$ cat src/rtl/sum_latch_uart_tx_if.sv
`timescale 1ns/1ps
// sum_latch_uart_tx_if
//   Bundles the operand-capture and UART-status signals of sum_latch_uart_tx.
//   master: drives the save strobes and the shared data bus, observes results.
//   slave : the datapath itself.
//   save_n      master->slave  NUM_OPS  active-low latch strobes (asynchronous)
//   data_input  master->slave  DATA_W   shared operand bus
//   sum_out     slave->master  SUM_W    last transmitted sum
//   op_valid    slave->master  NUM_OPS  latched-not-yet-consumed flags
//   uart_txd    slave->master  1        serial line, idle high
//   uart_tx_busy slave->master 1        frame in progress
interface sum_latch_uart_tx_if #(
  parameter int DATA_W  = 4,
  parameter int NUM_OPS = 2
);
  localparam int SUM_W = DATA_W + $clog2(NUM_OPS);

  logic [NUM_OPS-1:0] save_n;
  logic [DATA_W-1:0]  data_input;
  logic [SUM_W-1:0]   sum_out;
  logic [NUM_OPS-1:0] op_valid;
  logic               uart_txd;
  logic               uart_tx_busy;

  modport master (
    output save_n, data_input,
    input  sum_out, op_valid, uart_txd, uart_tx_busy
  );

  modport slave (
    input  save_n, data_input,
    output sum_out, op_valid, uart_txd, uart_tx_busy
  );
endinterface

$ cat src/rtl/sum_latch_uart_tx.sv
`timescale 1ns/1ps
// sum_latch_uart_tx
//   Latches NUM_OPS operands from a shared bus on active-low save strobes, sums
//   them once every channel holds a value, and sends the SUM_W-bit sum over a
//   UART as NBYTES bytes, least significant byte first.
//
//   Optional feature macro: UART_PARITY_EN. When defined, an even-parity bit is
//   sent after D7 of every byte (8E1); otherwise frames are 8N1.
//
// Ports
//   clk        system clock, rising edge
//   reset_n    asynchronous active-low reset
//   bus        sum_latch_uart_tx_if.slave (save_n, data_input, sum_out,
//              op_valid, uart_txd, uart_tx_busy)
//   dbg_state  current FSM state (IDLE=0, START=1, DATA=2, PARITY=3, STOP=4,
//              NEXT=5)
//
// Capture contract: op_valid[i] rises on the cycle channel i latches and falls
// only when a launch consumes the operand set. A launch happens in any IDLE
// cycle where every op_valid bit is set and consumes the whole set at once; a
// strobe edge seen in that same cycle wins and leaves its channel valid with
// the new value. There is no back-pressure on the strobes.
module sum_latch_uart_tx #(
  parameter int DATA_W       = 4,
  parameter int NUM_OPS      = 2,
  parameter int CLKS_PER_BIT = 104
) (
  input  logic                clk,
  input  logic                reset_n,
  sum_latch_uart_tx_if.slave  bus,
  output logic [2:0]          dbg_state
);
  localparam int SUM_W  = DATA_W + $clog2(NUM_OPS);
  localparam int NBYTES = (SUM_W + 7) / 8;
  localparam int BUF_W  = NBYTES * 8;
  localparam int CNT_W  = $clog2(CLKS_PER_BIT);
  localparam int BCNT_W = $clog2(NBYTES) + 1;
  localparam logic [CNT_W-1:0] TICK_RELOAD = CNT_W'(CLKS_PER_BIT - 1);

`ifdef UART_PARITY_EN
  typedef enum logic [2:0] {
    IDLE = 3'd0, START = 3'd1, DATA = 3'd2, PARITY = 3'd3, STOP = 3'd4, NEXT = 3'd5
  } state_t;
`else
  typedef enum logic [2:0] {
    IDLE = 3'd0, START = 3'd1, DATA = 3'd2, STOP = 3'd4, NEXT = 3'd5
  } state_t;
`endif

  // Strobe synchronisers: two metastability flops plus a history flop.
  logic [NUM_OPS-1:0] sync1, sync2, hist;
  logic [NUM_OPS-1:0] strobe_edge;
  logic [NUM_OPS-1:0] op_valid;
  logic [DATA_W-1:0]  op [NUM_OPS];
  logic [SUM_W-1:0]   sum_all;
  logic               launch;

  state_t             state;
  logic [BUF_W-1:0]   shift_buf;
  logic [CNT_W-1:0]   tick;
  logic [2:0]         bit_idx;
  logic [BCNT_W-1:0]  bytes_left;
  logic [SUM_W-1:0]   sum_q;
  logic               txd;
  logic               busy;
`ifdef UART_PARITY_EN
  logic               par;
`endif

  assign strobe_edge = hist & ~sync2;
  assign launch      = (state == IDLE) && (&op_valid);

  // Operands are DATA_W wide and SUM_W leaves room for NUM_OPS of them, so the
  // accumulation cannot overflow.
  always_comb begin
    sum_all = '0;
    for (int i = 0; i < NUM_OPS; i++) begin
      sum_all = sum_all + SUM_W'(op[i]);
    end
  end

  always_ff @(posedge clk or negedge reset_n) begin
    if (!reset_n) begin
      // Synchronisers rest high so an idle strobe never reads as an edge.
      sync1    <= '1;
      sync2    <= '1;
      hist     <= '1;
      op_valid <= '0;
      for (int i = 0; i < NUM_OPS; i++) begin
        op[i] <= '0;
      end
    end else begin
      sync1    <= bus.save_n;
      sync2    <= sync1;
      hist     <= sync2;
      op_valid <= (launch ? '0 : op_valid) | strobe_edge;
      for (int i = 0; i < NUM_OPS; i++) begin
        if (strobe_edge[i]) begin
          op[i] <= bus.data_input;
        end
      end
    end
  end

  // Transmit FSM. Every bit state lasts CLKS_PER_BIT cycles via a down-counter
  // reloaded on entry; NEXT is a single cycle between bytes (and after the last).
  always_ff @(posedge clk or negedge reset_n) begin
    if (!reset_n) begin
      state      <= IDLE;
      shift_buf  <= '0;
      tick       <= '0;
      bit_idx    <= '0;
      bytes_left <= '0;
      sum_q      <= '0;
      txd        <= 1'b1;
      busy       <= 1'b0;
`ifdef UART_PARITY_EN
      par        <= 1'b0;
`endif
    end else begin
      case (state)
        IDLE: begin
          if (launch) begin
            // The shift buffer holds a snapshot, so later strobes cannot
            // disturb the frame in flight. Upper pad bits go out as zeros.
            shift_buf  <= BUF_W'(sum_all);
            sum_q      <= sum_all;
            bytes_left <= BCNT_W'(NBYTES - 1);
            tick       <= TICK_RELOAD;
            txd        <= 1'b0;
            busy       <= 1'b1;
            state      <= START;
          end
        end
        START: begin
          if (tick == '0) begin
            tick    <= TICK_RELOAD;
            bit_idx <= '0;
            txd     <= shift_buf[0];
`ifdef UART_PARITY_EN
            par     <= 1'b0;
`endif
            state   <= DATA;
          end else begin
            tick <= tick - 1'b1;
          end
        end
        DATA: begin
          if (tick == '0) begin
            tick      <= TICK_RELOAD;
            shift_buf <= shift_buf >> 1;
`ifdef UART_PARITY_EN
            par       <= par ^ txd;
`endif
            if (bit_idx == 3'd7) begin
`ifdef UART_PARITY_EN
              txd   <= par ^ txd;
              state <= PARITY;
`else
              txd   <= 1'b1;
              state <= STOP;
`endif
            end else begin
              bit_idx <= bit_idx + 1'b1;
              txd     <= shift_buf[1];
            end
          end else begin
            tick <= tick - 1'b1;
          end
        end
`ifdef UART_PARITY_EN
        PARITY: begin
          if (tick == '0) begin
            tick  <= TICK_RELOAD;
            txd   <= 1'b1;
            state <= STOP;
          end else begin
            tick <= tick - 1'b1;
          end
        end
`endif
        STOP: begin
          if (tick == '0) begin
            txd   <= 1'b1;
            state <= NEXT;
          end else begin
            tick <= tick - 1'b1;
          end
        end
        NEXT: begin
          if (bytes_left != '0) begin
            bytes_left <= bytes_left - 1'b1;
            tick       <= TICK_RELOAD;
            txd        <= 1'b0;
            state      <= START;
          end else begin
            busy  <= 1'b0;
            state <= IDLE;
          end
        end
        default: begin
          txd   <= 1'b1;
          busy  <= 1'b0;
          state <= IDLE;
        end
      endcase
    end
  end

  assign bus.sum_out      = sum_q;
  assign bus.op_valid     = op_valid;
  assign bus.uart_txd     = txd;
  assign bus.uart_tx_busy = busy;
  assign dbg_state        = state;
endmodule
$ cat src/flat_wrapper.sv
// flat-port wrapper written by rule: the top's interface ports become plain ports
module sum_latch_uart_tx_flat 
#(
  parameter int DATA_W       = 4,
  parameter int NUM_OPS      = 2,
  parameter int CLKS_PER_BIT = 104
)
  (clk, reset_n, dbg_state, bus_save_n, bus_data_input, bus_sum_out, bus_op_valid, bus_uart_txd, bus_uart_tx_busy);
  sum_latch_uart_tx_if #(.DATA_W(DATA_W), .NUM_OPS(NUM_OPS)) bus_i ();
  input  logic clk;
  input  logic reset_n;
  output logic [2:0] dbg_state;
  input wire logic [$bits(bus_i.save_n)-1:0] bus_save_n;
  input wire logic [$bits(bus_i.data_input)-1:0] bus_data_input;
  output wire logic [$bits(bus_i.sum_out)-1:0] bus_sum_out;
  output wire logic [$bits(bus_i.op_valid)-1:0] bus_op_valid;
  output wire logic [$bits(bus_i.uart_txd)-1:0] bus_uart_txd;
  output wire logic [$bits(bus_i.uart_tx_busy)-1:0] bus_uart_tx_busy;
  assign bus_i.save_n = bus_save_n;
  assign bus_i.data_input = bus_data_input;
  assign bus_sum_out = bus_i.sum_out;
  assign bus_op_valid = bus_i.op_valid;
  assign bus_uart_txd = bus_i.uart_txd;
  assign bus_uart_tx_busy = bus_i.uart_tx_busy;
  sum_latch_uart_tx #(.DATA_W(DATA_W), .NUM_OPS(NUM_OPS), .CLKS_PER_BIT(CLKS_PER_BIT)) u_core (.clk(clk), .reset_n(reset_n), .bus(bus_i), .dbg_state(dbg_state));
endmodule
$ cat config.mk
export PLATFORM = sky130hd
export DESIGN_NAME = sum_latch_uart_tx_flat
export DESIGN_NICKNAME = d
export VERILOG_FILES = /design/src/rtl/sum_latch_uart_tx_if.sv /design/src/rtl/sum_latch_uart_tx.sv /design/src/flat_wrapper.sv
export SDC_FILE = /design/constraint.sdc
export NUM_CORES = 1
export LEC_CHECK = 0
export BUFFER_PORTS_ARGS = -buffer_cell sky130_fd_sc_hd__buf_4
export CAP_MARGIN = 10
export CORE_AREA = 2 2 65 79
export CTS_CLUSTER_SIZE = 28
export DETAILED_ROUTE_END_ITERATION = 16
export DIE_AREA = 0 0 67 81
export SLEW_MARGIN = 10
export SYNTH_ARGS = -nofsm -noshare
export SYNTH_HDL_FRONTEND = slang
export SYNTH_SLANG_ARGS = --single-unit
$ cat constraint.sdc
create_clock -name clk -period 4.81 [get_ports clk]
set_clock_uncertainty 0.05 [all_clocks]
set_input_delay 0.481 -clock clk [delete_from_list [all_inputs] [get_ports clk]]
set_output_delay 0.481 -clock clk [all_outputs]
set_load 0.05 [all_outputs]
**Word level (Yosys, flattened, before mapping)**

Index checks and enable logic that the tools add are counted.

- Input bits: 8
- Logic and storage cells: 86
- Output and inout port bits: 12
- Register bits: 45

- Reductions and logical operators: 18
- Bitwise operators: 4
- $add $sub $neg: 4
- Equality and inequality tests: 14
- Muxes and demuxes: 32

Operators by type and width:

| cell | count |
|---|---|
| $mux W7 | 4 |
| $pmux W7 S4 | 1 |
| $mux W3 | 8 |
| $mux W8 | 2 |
| $pmux W8 S2 | 1 |
| $pmux W3 S5 | 1 |
| $ne A2 B1 Y1 const B | 6 |
| $mux W1 | 10 |
| $reduce_and A5 Y1 | 2 |
| $eq A3 B3 Y1 const B | 3 |
| $reduce_and A4 Y1 | 2 |
| $logic_not A7 Y1 | 1 |
| $sub A7 B1 Y7 const B | 1 |
| $ne A2 B2 Y1 const B | 3 |
| $pmux W3 S2 | 1 |
| $reduce_and A2 Y1 | 3 |
| $reduce_and A3 Y1 | 2 |
| $reduce_bool A2 Y1 | 3 |
| $add A4 B4 Y5 | 1 |
| $pmux W1 S5 | 1 |
| $reduce_bool A4 Y1 | 1 |
| $add A3 B1 Y3 const B | 1 |
| $eq A3 B1 Y1 const B | 1 |
| $eq A3 B2 Y1 const B | 1 |
| other kinds (12) | 12 |

**Depth between registers and ports, before layout**

Gate-level depths: netlist of run 1.

- Depth in word-level cells: 4
- Depth in mapped cells: 7

**Worst setup path before layout of run 1**

No wires, ideal clock.

- Path kind: reg2reg
- Start point: register u_core.state[1], in the netlist u_core.dbg_state[1]
- End point: register u_core.sum_q[0], in the netlist u_core.bus.sum_out[0]
- Buffers on the path: 2
- Arrival time: 1,678 ps
- Stages on the path, launching flop included: 6
- Setup slack: 2,957 ps
- Required time: 4,635 ps
- Cell sequence: dfrtp_1 > buf_6 > and3b_1 > nand2_1 > clkbuf_1 > mux2_2

- Word-level cells in the longest chain between the ends: 3

RTL lines:

| item | line | text |
|---|---|---|
| start, declared | sum_latch_uart_tx.sv:58 | `state_t state;` |
| start signal, assigned | sum_latch_uart_tx.sv:109 | `state <= IDLE;` |
| start signal, assigned | sum_latch_uart_tx.sv:132 | `state <= START;` |
| start signal, assigned | sum_latch_uart_tx.sv:143 | `state <= DATA;` |
| $logic_not A3 Y1 (*) | sum_latch_uart_tx.sv:71, sum_latch_uart_tx.sv:121 |  |
| $logic_and A1 B1 Y1 | sum_latch_uart_tx.sv:71 | `assign launch = (state == IDLE) && (&op_valid);` |
| $reduce_and A2 Y1 (no line) (*) | -- |  |
| end signal, assigned | sum_latch_uart_tx.sv:127 | `sum_q <= sum_all;` |
| end, declared | sum_latch_uart_tx.sv:63 | `logic [SUM_W-1:0] sum_q;` |

Mark *: on every way between the ends. The rest lies on a longest branch, timed or not.
A chain may end at the register's enable or synchronous reset.

**Worst setup path after layout of run 1**

- Start point: register u_core.state[2], in the netlist u_core.dbg_state[2]
- End point: register u_core.shift_buf[1]

- Word-level cells in the longest chain between the ends: 4
- Elaborated cells on any way between the ends: 8

RTL lines:

| item | line | text |
|---|---|---|
| $logic_not A3 Y1 | sum_latch_uart_tx.sv:71, sum_latch_uart_tx.sv:121 |  |
| $logic_and A1 B1 Y1 | sum_latch_uart_tx.sv:71 |  |
| $ne A2 B1 Y1 (no line) | -- |  |
| $reduce_and A3 Y1 (no line) | -- |  |
| end signal, assigned | sum_latch_uart_tx.sv:126 | `shift_buf <= BUF_W'(sum_all);` |
| end signal, assigned | sum_latch_uart_tx.sv:151 | `shift_buf <= shift_buf >> 1;` |
| end, declared | sum_latch_uart_tx.sv:59 | `logic [BUF_W-1:0] shift_buf;` |

Parallel ways exist; a longest one is shown, timed or not.

==> results of run 1 <==
==> sequential cells by signal (all words and copies together) (netlist names), 2 cells and up <==
| name | flops |
|---|---|
| u_core.bit_idx | 3 |
| u_core.bus.op_valid | 2 |
| u_core.bus.sum_out | 5 |
| u_core.dbg_state | 3 |
| u_core.hist | 2 |
| u_core.op | 8 |
| u_core.shift_buf | 5 |
| u_core.sync1 | 2 |
| u_core.sync2 | 2 |
| u_core.tick | 7 |
==> worst max-delay path, stage by stage, from the launching register on <==
cell	delay [ns]
dfrtp_1	0.58
nor2_1	0.34
and2_1	0.42
a21boi_2	0.19
a211oi_1	0.28
a21oi_1	0.06
==> logic make-up after synthesis <==
kind of cell | count (synthesis) | share of synthesized area
AOI/OAI and AO/OA | 57 | 0.190
xor gates and xnor gates | 3 | 0.0129
adders and majority gates | 9 | 0.0590
buffers and inverters | 16 | 0.0393
DFF | 41 | 0.508
muxes | 11 | 0.0614
and+or+nand+nor | 48 | 0.130
==> cells in the final DEF, fill, tap and decap left out, types with 3 or more instances in the layout <==
cell	n
nor2_1	8
a21o_1	7
mux2_2	8
dfstp_2	7
clkbuf_8	6
nor2b_1	4
o21ai_0	16
dfrtp_1	34
nand2_1	18
a21oi_1	13
o22ai_1	3
ha_1	8
buf_4	19
inv_1	10
nand2b_1	4
a31oi_1	4
==> final timing paths <==
path | to | depth (start not counted) | startpoint
setup / recovery | u_core.shift_buf[1] | 5 | u_core.dbg_state[2]
hold / removal | u_core.tick[0] | 1 | reset_n
setup reg to reg | u_core.shift_buf[1] | 5 | u_core.dbg_state[2]
hold reg to reg | u_core.sync2[1] | 0 | u_core.sync1[1]
max in group asynchronous | u_core.bus.uart_txd | 1 | reset_n
min in group clk | u_core.sync1[0] | 1 | bus_save_n[0]
==> layout make-up <==
type,count,area (sq um)
multi-input cells,128,922
fillers,443,2430
inverters,10,37.5
clock inverters,2,37.5
well taps,60,75.1
repair buffers,19,143
flip-flops and latches,41,1030
clock buffers,6,82.6
==> stage by stage <==
step	cells	hold slack [ns]	power (mW)	setup WS, ns
3_5_place_dp	258	0.297	0.908	2.77
3_3_place_gp	258	0.297	0.891	2.87
2_1_floorplan	185	0.135	0.789	2.96
6_report	266	0.107	1.19	2.77
5_1_grt	266	0.132	1.26	2.51
4_1_cts	266	0.128	1.20	2.76
==> per-layer routing <==
metal  up-vias  track usage  share of wire
met2        38        0.277           0.51
met1       726        0.203           0.41
met3        13       0.0429          0.050
met5         -            0              0
met4         0       0.0959          0.032
li1        704            -              -
==> power breakdown <==
group | total [mW] | leakage (nW) | internal, mW | switching, mW
registers | 0.513 | 0.479 | 0.440 | 0.0730
clock network | 0.286 | 0.0574 | 0.169 | 0.118
logic | 0.388 | 0.516 | 0.156 | 0.231
==> run summary, run 1 <==
status - completed
DRC violations left - 0
dpl hpwl - 2.82 mm
R2R Setup Slk - 2.77 ns
Hold Crit Class - in -> async
top-area cell type share of the netlist area - 0.418
first-pass GRT wire length - 6.94 mm
WS Path Type - reg -> reg
synth top area cells - dfrtp_1 (42%), dfstp_2 (9.0%), ha_1 (4.9%)
drt first pass iters - 4
clock buffer depth - 2
proportion of layout cells with a drive suffix above 1 - 0.257
setup violators final - 0
Die ar. - 5430 sq um
CTS Hold Bufs - 0
H-tree levels - 2
Worst-path clk slew - 0.08 ns
top-level I/O count - 20
asr flop ratio synth - 1.00
Tot GR Track Use - 0.170
max-slew violations - 0
count of cell types in the netlist - 46
Die X - 67 um
Critical Path End Type - flip-flop
Max Clk Rate - 489 MHz
commonest cells in the netlist - dfrtp_1 (34), nand2_1 (18), o21ai_0 (16)
Core ar. - 4760 sq um
Tmin final - 2.04 ns
TritonCTS clock tree - built
data arrival time of the critical path - 2.16 ns
Worst Tran Pin Value - 0.564 ns
PortBufs - 19
setup_tns - 0 ns
post-synthesis sequential area ratio - 0.508
FF+latch count, synth - 41
post-CTS setup buffer count - 0
Cell Pwr Density - 509 nW/um^2
Worst slew margin - 0.624
Vias - 1481
GPL Wtd Cong - 0.880
Clock Tree Root - clkbuf_8
DR iter-0 viols - 108
Initial Utilization - 0.428
max-capacitance violation count - 0
leakage - 1.05 nW
final wirelength - 3.90 mm
placed cell area - 2210 sq um
Syn Nets - 202
routed len/inst - 14.7 um
Post-synth top flop - dfrtp_1
most common cell in the netlist - dfrtp_1
total gr overflow - 0
number of flops mapped to enable cells by yosys - 0
via density per instance - 5.57
Resized Gates After CTS - 0
final core utilization - 0.489
final instance area - 2330 sq um
antenna viol nets, final - 0
Mapped Area - 2040 sq um
RSZ-0062 raised after global routing - false
Mapped Avg Cell Area - 11.0 sq um
n_diodes - 0
Yosys top cell by area - dfrtp_1
largest net degree at the start of global routing - 42
Final Net Count - 222
period utilization - 0.425
initial antenna violation count - 0
Worst Path Max Fanout - 17
Gate Count Post-Synth - 185
Row Count - 28
clock sinks - 41
VDD IR max - 0.306 mV
nature of the critical path startpoint - flip-flop
Critical Path RT - 4.92 ns
Synth Warn # - 0
Final Hold Fails - 0
vias in the first global route - 1504
Die Ht - 81 um
Num CTS Buffers - 5
Worst-Skew Late Latency - 0.29 ns
Area Overhead vs Synth - 14.5%
(Power assumes the default switching activity.)
==> run 2: changes to the inputs <==
==> constraint.sdc (replaced) <==
create_clock -name clk -period 1.9 [get_ports clk]
set_clock_uncertainty 0.05 [all_clocks]
set_input_delay 0.19 -clock clk [delete_from_list [all_inputs] [get_ports clk]]
set_output_delay 0.19 -clock clk [all_outputs]
set_load 0.05 [all_outputs]
==> run summary, run 2 (synthesis results as in run 1) <==
Area Overhead vs Synth - 20.0%
nature of the critical path startpoint - flip-flop
leakage - 1.13 nW
Core ar. - 4760 sq um
combinational power share - 0.368
Cell Chain, Critical Path - inv_2, ha_1, nor4b_4, buf_4, nand2_4, a31o_4, a31o_1, a21o_1
Sw Share - 0.367
data arrival time of the critical path - 1.93 ns
Critical Path End Type - flip-flop
Worst slew margin - 0.661
PortBufs - 19
Num CTS Buffers - 5
switching power - 1.06 mW
final core utilization - 0.513
Die ar. - 5430 sq um
clock sinks - 41
Final Hold Fails - 0
Worst Path Max Fanout - 8
status - completed
first-pass GRT wire length - 6.95 mm
H-tree levels - 2
Worst-path clk slew - 0.08 ns
Multi-input gate area - 922 sq um
via density per instance - 5.32
Die Ht - 81 um
clock buffer depth - 2
total gr overflow - 0
commonest non-fill, non-tap cell in the layout - buf_4
Crit path largest cell delay - 0.41 ns
Max Clk Rate - 555 MHz
biggest regs - u_core.op (8), u_core.tick (7)
DR iter-0 viols - 55
internal power - 1.83 mW
Tmin final - 1.80 ns
routed len/inst - 14.0 um
Clock Tree Root - clkbuf_8
initial antenna violation count - 0
Die X - 67 um
Clk pwr share - 0.187
WS Path Type - reg -> reg
RSZ-0062 raised after global routing - false
Cell Pwr Density - 1180 nW/um^2
Tot GR Track Use - 0.169
Sequential Power Share - 0.445
Row Count - 28
Vias - 1515
Worst Tran Pin Value - 0.509 ns
Worst-Skew Late Latency - 0.29 ns
largest register by flop count - u_core.op
antenna viol nets, final - 0
top-level I/O count - 20
setup violators final - 0
vias in the first global route - 1591
Initial Utilization - 0.428
GPL Wtd Cong - 0.824
top cell family by delay on the critical path - compound AO/OA/AOI/OAI gates
Critical Path RT - 2.03 ns
max reg flops - 8
largest net degree at the start of global routing - 42
Final Net Count - 241
VDD IR max - 0.654 mV
Fillers - 473
dpl hpwl - 2.95 mm
proportion of layout cells with a drive suffix above 1 - 0.311
placed cell area - 2310 sq um
drt first pass iters - 4
TritonCTS clock tree - built
WP buf/inv - 2
Sequential cell area - 1030 sq um
max-slew violations - 0
most frequent cells in the layout - buf_4 (35), dfrtp_1 (34), nand2_1 (18), o21ai_0 (16), a21oi_1 (13)
max-capacitance violation count - 0
final wirelength - 4.00 mm
period utilization - 0.948
Hold Crit Class - in -> reg
Worst path slowest cell - dfrtp_1
DRC violations left - 0
n_diodes - 0
final instance area - 2440 sq um
setup_tns - 0 ns
## run 2: cell count changes in the layout (fill, tap and decap cells not counted), sizes merged
cell and delta:
buf +16, clkinv +2, dlygate4sd3 +3, clkinvlp -1, bufinv -1
## run 2: worst reg2reg max path, stage by stage (launching register included)
cell and delay, ns:
dfrtp_1 0.41, inv_2 0.08, ha_1 0.14, nor4b_4 0.17, buf_4 0.18, nand2_4 0.08, a31o_4 0.25, a31o_1 0.20
a21o_1 0.15
## run 2: power groups by stage
| stage | combinational [mW] | sequential [mW] | clock, mW |
|---|---|---|---|
| 3_5_place_dp | 1.02 | 1.30 | 0 |
| 2_1_floorplan | 0.472 | 1.53 | 0 |
| 3_3_place_gp | 1.01 | 1.28 | 0 |
| 6_report | 1.06 | 1.28 | 0.539 |
| 5_1_grt | 1.17 | 1.32 | 0.601 |
| 4_1_cts | 1.03 | 1.28 | 0.558 |
## run 2: metal layers
layer | wire [um] | part of all wire | vias up | GRT usage
met5 | 0 | 0 | - | 0
met4 | 76 | 0.019 | 0 | 0.0755
met3 | 159 | 0.040 | 7 | 0.0360
met2 | 2050 | 0.51 | 32 | 0.302
met1 | 1720 | 0.43 | 738 | 0.189
li1 | - | - | 738 | -
## run 2: layout make-up
class                   count  share of cell area
flip-flops and latches     41               0.423
well taps                  60              0.0307
clock inverters             2             0.00409
multi-input cells         128               0.377
inverters                  10              0.0154
clock buffers               6              0.0297
repair buffers             38               0.120
## run 2: worst paths after layout
| path | from | endpoint | slack [ns] | cells after the start |
|---|---|---|---|---|
| worst max-delay path | u_core.tick[0] | u_core.tick[6] | 0.1 | 8 |
| worst min-delay path | bus_data_input[1] | u_core.op[1] | 0.09 | 3 |
| worst max register to register | u_core.tick[0] | u_core.tick[6] | 0.1 | 8 |
| worst min register to register | u_core.sync1[1] | u_core.sync2[1] | 0.31 | 0 |
| max in group asynchronous | reset_n | u_core.bus.uart_txd | 1.06 | 2 |
| min in group asynchronous | reset_n | u_core.tick[0] | 0.37 | 2 |
## run 2: metrics by stage
stage	std cells	setup slack, ns	hold slack [ns]	power [mW]
after floorplan	185	0.0470	-0.156	2.00
after global placement	271	0.0565	0.143	2.29
after detailed placement	271	0.00869	0.151	2.32
after CTS	283	0.0558	0.0782	2.88
after global routing	285	0.00455	0.0847	3.09
final	285	0.0989	0.0867	2.88
## run 2: what timing repair did
item / in CTS / in global routing
setup buffers: 1 / 2
endpoints found under the setup margin: 1 / 7
hold buffers: 3 / 0
endpoints found under the hold margin: 36 / 0
gates cloned: 0 / 0
gates resized for setup: 0 / 2
pin swaps: 0 / 1
==> run 3: changes to the inputs <==
--- a/config.mk
+++ b/config.mk
@@ -8,6 +8,7 @@
 export BUFFER_PORTS_ARGS = -buffer_cell sky130_fd_sc_hd__buf_4
 export CAP_MARGIN = 10
 export CORE_AREA = 2 2 65 79
+export CTS_BUF_LIST = sky130_fd_sc_hd__clkbuf_8
 export CTS_CLUSTER_SIZE = 28
 export DETAILED_ROUTE_END_ITERATION = 16
 export DIE_AREA = 0 0 67 81
==> run summary, run 3 (synthesis results as in run 1) <==
PortBufs - 19
initial antenna violation count - 0
largest net degree at the start of global routing - 42
nature of the critical path startpoint - flip-flop
commonest non-fill, non-tap cell in the layout - buf_4
H-tree levels - 2
top-level I/O count - 20
Die X - 67 um
TritonCTS clock tree - built
setup violators final - 0
data arrival time of the critical path - 1.93 ns
Max Clk Rate - 555 MHz
period utilization - 0.948
Worst-Skew Late Latency - 0.29 ns
max-slew violations - 0
status - completed
Tmin final - 1.80 ns
Die Ht - 81 um
Clk pwr share - 0.186
Final Hold Fails - 0
Critical Path RT - 2.03 ns
Sw Share - 0.368
Final Net Count - 241
final wirelength - 4.00 mm
leakage - 1.13 nW
first-pass GRT wire length - 6.95 mm
proportion of layout cells with a drive suffix above 1 - 0.311
Core ar. - 4760 sq um
Worst slew margin - 0.661
Hold WS - 0.0867 ns
Clock Tree Root - clkbuf_8
DRC violations left - 0
routed len/inst - 14.0 um
Initial Utilization - 0.428
vias in the first global route - 1591
Row Count - 28
Hold Crit Class - in -> reg
Multi-input gate area - 922 sq um
total gr overflow - 0
drt first pass iters - 4
Area Overhead vs Synth - 20.0%
Worst-path clk slew - 0.08 ns
WS Path Type - reg -> reg
setup_tns - 0 ns
Worst Path Max Fanout - 8
clock sinks - 41
most frequent cells in the layout - buf_4 (35), dfrtp_1 (34), nand2_1 (18), o21ai_0 (16), a21oi_1 (13)
Tot GR Track Use - 0.169
RSZ-0062 raised after global routing - false
Vias - 1516
internal power - 1.82 mW
Critical Path End Type - flip-flop
switching power - 1.06 mW
Num CTS Buffers - 5
antenna viol nets, final - 0
Worst Tran Pin Value - 0.509 ns
max-capacitance violation count - 0
Sequential Power Share - 0.446
Die ar. - 5430 sq um
max reg flops - 8
clock buffer depth - 2
dpl hpwl - 2.95 mm
Sequential cell area - 1030 sq um
VDD IR max - 0.654 mV
via density per instance - 5.32
largest register by flop count - u_core.op
Fillers - 473
GPL Wtd Cong - 0.824
combinational power share - 0.369
DR iter-0 viols - 55
biggest regs - u_core.op (8), u_core.tick (7)
Cell Pwr Density - 1180 nW/um^2
n_diodes - 0
==> run 3: worst max-delay path: stages, from the launching register on <==
cell     delay [ns]
dfrtp_1        0.41
inv_2          0.08
ha_1           0.14
nor4b_4        0.17
buf_4          0.18
nand2_4        0.07
a31o_4         0.25
a31o_1         0.20
a21o_1         0.15
==> run 3: worst paths after layout <==
path	startpoint	endpoint	slack (ns)	cells past startpoint
max	u_core.tick[0]	u_core.tick[6]	0.1	8
min	bus_data_input[1]	u_core.op[1]	0.09	3
max reg2reg	u_core.tick[0]	u_core.tick[6]	0.1	8
min reg2reg	u_core.sync1[1]	u_core.sync2[1]	0.31	0
max in group asynchronous	reset_n	u_core.bus.uart_txd	1.06	2
min in group asynchronous	reset_n	u_core.tick[0]	0.37	2
==> run 3: final cells by class <==
class,count,share of cell area
multi-input combinational,128,0.377
tap,60,0.0307
sequential,41,0.423
inverter,10,0.0154
clock buffer,5,0.0281
clock inverter,3,0.00563
timing repair buffer,38,0.120
==> run 3: metrics by stage <==
stage	instance area, sq um	cells	total power, mW	setup WS (ns)	util
finish	2440	285	2.88	0.0989	0.513
global route	2440	285	3.09	0.00455	0.513
CTS	2430	283	2.87	0.0558	0.510
detailed placement	2310	271	2.32	0.00869	0.485
global placement	2310	271	2.29	0.0565	0.485
floorplan	2040	185	2.00	0.0470	-
==> run 3: repair_timing <==
| action | 4_1_cts | 5_1_grt |
|---|---|---|
| setup endpoints to repair | 1 | 7 |
| endpoints found under the hold margin | 36 | 0 |
| gates resized for setup | 0 | 2 |
| setup buffers | 1 | 2 |
| hold buffers | 3 | 0 |
| pin swaps | 0 | 1 |
==> run 3: routing by layer <==
metal,global-route usage,vias to the layer above,part of all wire
li1,-,738,-
met1,0.189,739,0.43
met2,0.302,32,0.51
met3,0.0360,7,0.040
met4,0.0755,0,0.019
met5,0,-,0
==> run 3: power groups by stage <==
stage,registers (mW),logic [mW],clock network [mW]
final,1.28,1.06,0.535
after CTS,1.28,1.03,0.553
after detailed placement,1.30,1.02,0
after floorplan,1.53,0.472,0
after global placement,1.28,1.01,0
after global routing,1.32,1.17,0.596
